[config.mk]
export PLATFORM = sky130hd
export DESIGN_NAME = lfsr_13_flat
export DESIGN_NICKNAME = d
export VERILOG_FILES = /design/src/rtl/lfsr_13_if.sv /design/src/rtl/lfsr_13.sv /design/src/flat_wrapper.sv
export SDC_FILE = /design/constraint.sdc
export NUM_CORES = 1
export LEC_CHECK = 0
export ABC_AREA = 1
export CORE_AREA = 2 2 66 56
export CTS_CLUSTER_SIZE = 8
export DETAILED_ROUTE_END_ITERATION = 12
export DIE_AREA = 0 0 68 58
export GPL_TIMING_DRIVEN = 0
export HOLD_SLACK_MARGIN = 0.05
export PLACE_DENSITY_LB_ADDON = 0.3
export SLEW_MARGIN = 40
export SYNTH_ARGS = -nofsm -noshare
export SYNTH_HDL_FRONTEND = slang
export SYNTH_SLANG_ARGS = --single-unit
export TNS_END_PERCENT = 20
[constraint.sdc]
create_clock -name clock -period 1.3 [get_ports clock]
set_input_delay 0.26 -clock clock [delete_from_list [all_inputs] [get_ports clock]]
set_output_delay 0.26 -clock clock [all_outputs]
set_load 0.02 [all_outputs]
[src/rtl/lfsr_13_if.sv]
// Output bundle of the 13-bit LFSR random source.
//   rnd          sampled random value, refreshed once per sample period
//   random       live shift-register state
//   random_next  combinational next value of random
// master: the LFSR driving the bundle; slave: a consumer reading it.
interface lfsr_13_if #(
  parameter int WIDTH = 13
);
  logic [WIDTH-1:0] rnd;
  logic [WIDTH-1:0] random;
  logic [WIDTH-1:0] random_next;

  modport master (
    output rnd,
    output random,
    output random_next
  );

  modport slave (
    input rnd,
    input random,
    input random_next
  );
endinterface

[src/rtl/lfsr_13.sv]
// Free-running 13-bit Fibonacci LFSR, polynomial x^13+x^4+x^3+x+1
// (maximal length, period 8191). It is used as a pseudo-random source for
// game logic.
//   clock        rising-edge system clock
//   reset        asynchronous, active-high; loads SEED, clears rnd and count
//   bus.random       live LFSR state (registered)
//   bus.random_next  combinational next state (pure shift, no lock-up guard)
//   bus.rnd          copy of random taken every SAMPLE_PERIOD clocks (registered)
// The tap positions are fixed for a 13-bit register.
module lfsr_13 #(
  parameter int               WIDTH         = 13,
  parameter logic [WIDTH-1:0] SEED          = 13'h000F,
  parameter int               SAMPLE_PERIOD = 13
) (
  input logic       clock,
  input logic       reset,
  lfsr_13_if.master bus
);

  // A zero seed would lock the register, so it is replaced by 1.
  localparam logic [WIDTH-1:0] SEED_SAFE = (SEED == '0) ? WIDTH'(1) : SEED;
  localparam int               CNT_W     = $clog2(SAMPLE_PERIOD + 1);
  localparam logic [CNT_W-1:0] CNT_LAST  = CNT_W'(SAMPLE_PERIOD - 1);

  logic [WIDTH-1:0] random_reg;
  logic [WIDTH-1:0] rnd_reg;
  logic [CNT_W-1:0] count_reg;

  logic [WIDTH-1:0] shift_next;
  logic [WIDTH-1:0] random_next;
  logic [CNT_W-1:0] count_next;
  logic             feedback;
  logic             sample_now;

  assign feedback = random_reg[12] ^ random_reg[3] ^ random_reg[2] ^ random_reg[0];

  // Shift toward the MSB, with the feedback bit entering at bit 0.
  assign shift_next[0] = feedback;
  generate
    for (genvar gi = 1; gi < WIDTH; gi++) begin : g_shift
      assign shift_next[gi] = random_reg[gi-1];
    end
  endgenerate

  // The all-zero state is a fixed point of the shift. It can only be reached
  // through a fault, so recover by reloading the seed.
  always_comb begin
    random_next = shift_next;
    if (random_reg == '0) begin
      random_next = SEED_SAFE;
    end
  end

  assign sample_now = (count_reg == CNT_LAST);

  always_comb begin
    count_next = count_reg + CNT_W'(1);
    if (sample_now) begin
      count_next = '0;
    end
  end

  always_ff @(posedge clock or posedge reset) begin
    if (reset) begin
      random_reg <= SEED_SAFE;
      count_reg  <= '0;
      rnd_reg    <= '0;
    end else begin
      random_reg <= random_next;
      count_reg  <= count_next;
      // Sample the value that random takes on this same edge.
      if (sample_now) begin
        rnd_reg <= random_next;
      end
    end
  end

  assign bus.random      = random_reg;
  assign bus.random_next = shift_next;
  assign bus.rnd         = rnd_reg;

endmodule

[src/flat_wrapper.sv]
// flat-port wrapper written by rule: the top's interface ports become plain ports
module lfsr_13_flat 
#(
  parameter int               WIDTH         = 13,
  parameter logic [WIDTH-1:0] SEED          = 13'h000F,
  parameter int               SAMPLE_PERIOD = 13
)
  (clock, reset, bus_rnd, bus_random, bus_random_next);
  lfsr_13_if #(.WIDTH(WIDTH)) bus_i ();
  input logic clock;
  input logic reset;
  output wire logic [$bits(bus_i.rnd)-1:0] bus_rnd;
  output wire logic [$bits(bus_i.random)-1:0] bus_random;
  output wire logic [$bits(bus_i.random_next)-1:0] bus_random_next;
  assign bus_rnd = bus_i.rnd;
  assign bus_random = bus_i.random;
  assign bus_random_next = bus_i.random_next;
  lfsr_13 #(.WIDTH(WIDTH), .SEED(SEED), .SAMPLE_PERIOD(SAMPLE_PERIOD)) u_core (.clock(clock), .reset(reset), .bus(bus_i));
endmodule
==> results.py <==
metrics = {
    "sta": {
        "rsz0062_at_grt": "yes",
        "worst_pin_slew_ns": 0.591,
        "slew_headroom_pct": 60.6,
        "maxSlewViolCount": 0,
        "finalCriticalPeriod_ns": 1.58,
        "finalWorstSetupSlack_ns": -0.281,
        "fin_crit_sh_pct": 122,
        "final-hold-violation-count": 0,
        "fin_hold_ws_ns": 0.388,
        "skew_ns": 0.00196,
        "clock.fmax_mhz": 632,
        "setup_violations": 10,
    },
    "power_and_ir_drop": {
        "seqPwrFrac_pct": 56.3,
        "switchingPower_mw": 0.316,
        "ir_drop_mv": 0.536,
        "combPwrFrac_pct": 1.2,
        "power_mw": 1.66,
        "internal_power_mw": 1.34,
        "switching_share_pct": 19.0,
        "power_frac_clock_pct": 42.5,
        "power_leakage_nw": 0.970,
        "power_density_nw_per_um2": 865,
    },
    "grt": {
        "grt_max_degree": 31,
        "grt_overflow": 0,
        "track_usage_pct": 15.6,
        "first_global_vias": 1002,
        "antenna_found_initial": 0,
        "grt_pass1_wl_um": 4530,
    },
    "critical_path": {
        "crit_top_cell": "nand2_2",
        "critPathKind": "flip-flop to output pin",
        "crit_family": "flip-flops",
        "crit_fanout": 3,
        "crit_chain": "inv_2, nor2_4, nor2_1, nand2_2, nand2_2, buf_6",
        "cp.arrival_ns": 1.32,
        "endpoint_kind": "output pin",
        "crit_buf_inv": 2,
        "slowest_stage": "dfstp_2",
        "cp-start-kind": "flip-flop",
        "crit_required_ns": 1.04,
        "max_stage_delay_ns": 0.57,
    },
    "status": {
        "status": "complete, but fails checks",
        "violations": "negative setup slack",
    },
    "synthesis": {
        "synth_cells": 136,
        "synth.yosys.seq_area_share_pct": 58.8,
        "synthSimpleGateAreaFrac_pct": 22.4,
        "yosysWarnings": 0,
        "synthTopCellsByCount": "44 x nand2_1, 26 x dfrtp_1, 13 x buf_4",
        "synth_compound_area_share_pct": 0.778,
        "ys_seq_elements": 30,
        "synth_area_um2": 1290,
        "ys_top_cells_by_area": "dfrtp_1 51%, nand2_1 13%, dfstp_2 8.2%",
        "yosys.area.top_type": "dfrtp_1",
        "synth_top_area_share_pct": 50.6,
        "synth_edf_count": 0,
        "async_flop_share_pct": 100,
        "synth-xor-area-share_pct": 1.36,
        "synthFlopType": "dfrtp_1",
        "yosysMostFrequentCell": "nand2_1",
        "yosysUniqueCellTypes": 22,
        "syn_nets": 140,
        "muxShareOfSynthArea_pct": 0,
        "synthAdderAreaFrac_pct": 1.95,
        "synth.avg_cell_area_um2": 9.46,
        "synth_top_family_by_area": "simple AND/OR/NAND/NOR gates",
    },
    "clock_tree": {
        "cts-buffers-inserted": 5,
        "ctsHoldBuffers": 0,
        "clkSlewWorstSetupHoldPaths_ns": 0.06,
        "cts_buffer_depth": 2,
        "cts_tree": "yes",
        "clock-sinks": 30,
        "h-tree-depth": 2,
        "clk_latency_ns": 0.27,
        "cts_root_buf": "clkbuf_8",
    },
    "floorplanning": {
        "die_h_um": 58,
        "start_util_pct": 39.2,
        "die_w_um": 68,
        "coreArea_um2": 3280,
        "die_area_um2": 3940,
        "row_count": 19,
        "io_pins": 41,
    },
    "job": {
        "maxCapViolCount": 0,
    },
    "drt": {
        "via_per_inst": 4.30,
        "ant_nets": 0,
        "dr_total_vias": 1007,
        "wirelength_um": 2740,
        "wire_per_inst_um": 11.7,
        "drc": 0,
        "drtIter0Drc": 19,
        "first_pass_iters": 4,
    },
    "finish": {
        "area_delta_synth_final_pct": 49.2,
        "diodes": 0,
        "nets": 197,
        "nFillCells": 307,
        "final_layout_size_suffix_gt1_share_pct": 46.4,
        "final_cells": 234,
    },
    "placement": {
        "dp_hpwl_um": 1750,
        "placed_cells": 218,
        "place_congestion": 0.707,
        "port_buffers": 40,
    },
    "hold_path": {
        "hold_path.class": "primary input to async pin",
    },
}
-- area by class of cell --
cell class | count | area [µm²] | share of cell area [%]
clock buffer | 6 | 82.6 | 4.30
buffer | 23 | 158 | 8.21
multi-input combinational | 71 | 412 | 21.4
sequential | 30 | 756 | 39.4
inverter | 11 | 43.8 | 2.28
tap | 42 | 52.6 | 2.74
timing repair buffer | 51 | 415 | 21.6
-- final timing paths --
path | from | cells after the start | to | slack [ns]
setup / recovery | u_core.bus.random[2]$_DFF_PP1_ | 6 | bus_random_next[0] | -0.28
hold / removal | reset | 2 | u_core.bus.rnd[1]$_DFFE_PP0N_ | 0.39
setup reg to reg | u_core.bus.random[2]$_DFF_PP1_ | 9 | u_core.bus.rnd[0]$_DFFE_PP0N_ | -0.05
hold reg to reg | u_core.bus.rnd[2]$_DFFE_PP0N_ | 2 | u_core.bus.rnd[2]$_DFFE_PP0N_ | 0.48
max in group asynchronous | reset | 2 | u_core.bus.random[4]$_DFF_PP0_ | 0.52
min in group clock | u_core.bus.rnd[2]$_DFFE_PP0N_ | 2 | u_core.bus.rnd[2]$_DFFE_PP0N_ | 0.48
-- kinds of logic after synthesis --
family	count (synthesis)
simple gates	65
compound gates	2
buf+inv	35
flops	30
xor+xnor	2
fa+ha+maj	2
-- worst register-to-register path, stage by stage, from the launching register on --
cell and delay [ns]:
dfstp_2 0.57, buf_6 0.12, buf_6 0.10, nor2_4 0.03, nand2_2 0.09, nor2_4 0.05, nand2_4 0.10, nand3_4 0.08
nand2_2 0.07, nand2_2 0.04
-- power by group through the flow --
| stage | logic, mW | clock network [mW] | registers, mW |
|---|---|---|---|
| finish | 0.0201 | 0.706 | 0.935 |
| global placement | 0.0211 | 0 | 0.951 |
| global route | 0.0240 | 0.755 | 0.934 |
| detailed placement | 0.0217 | 0 | 0.951 |
| floorplan | 0.0137 | 0 | 0.951 |
| CTS | 0.0217 | 0.727 | 0.935 |
-- repair_timing --
| action | 4_1_cts | 5_1_grt |
|---|---|---|
| pin swaps | 10 | 9 |
| setup endpoints to repair | 39 | 32 |
| setup buffers | 13 | 4 |
| resized for setup | 97 | 38 |
| gates cloned | 0 | 0 |
-- layout by cell type, fill, tap and decap left out --
master	instances
nand2_1	36
xnor2_1	1
buf_8	1
buf_4	28
ha_4	1
buf_2	2
buf_6	11
clkdlybuf4s15_1	1
clkdlybuf4s15_2	1
clkbuf_1	9
clkdlybuf4s50_1	1
nand2_4	1
dfrtp_1	26
nand3_4	2
xor2_1	1
clkbuf_2	7
dfstp_2	4
ha_1	1
nor2_4	4
nor2_1	8
nand3_1	1
o21ai_0	1
clkbuf_8	6
inv_4	1
dlygate4sd2_1	13
o21ai_2	1
nand2_2	13
inv_1	4
inv_2	6
-- layer usage --
metal  vias to the layer above  GRT usage, %  part of all wire (%)
met5                         -             0                     0
li1                        494             -                     -
met2                        31          26.2                    51
met3                         2          4.27                   5.7
met1                       480          19.7                    43
met4                         0          4.29                  0.69
-- metrics by stage --
step	setup WS (ns)	area, µm²	util, %	TNS, ns
2_1_floorplan	-0.0534	1290	-	-0.0534
3_3_place_gp	-0.592	1750	53.2	-10.48
3_5_place_dp	-0.583	1750	53.2	-2.50
4_1_cts	-0.289	1890	57.7	-1.06
5_1_grt	-0.361	1920	58.5	-1.38
6_report	-0.281	1920	58.5	-0.885
No activity file was read; power rests on OpenSTA's default activity.
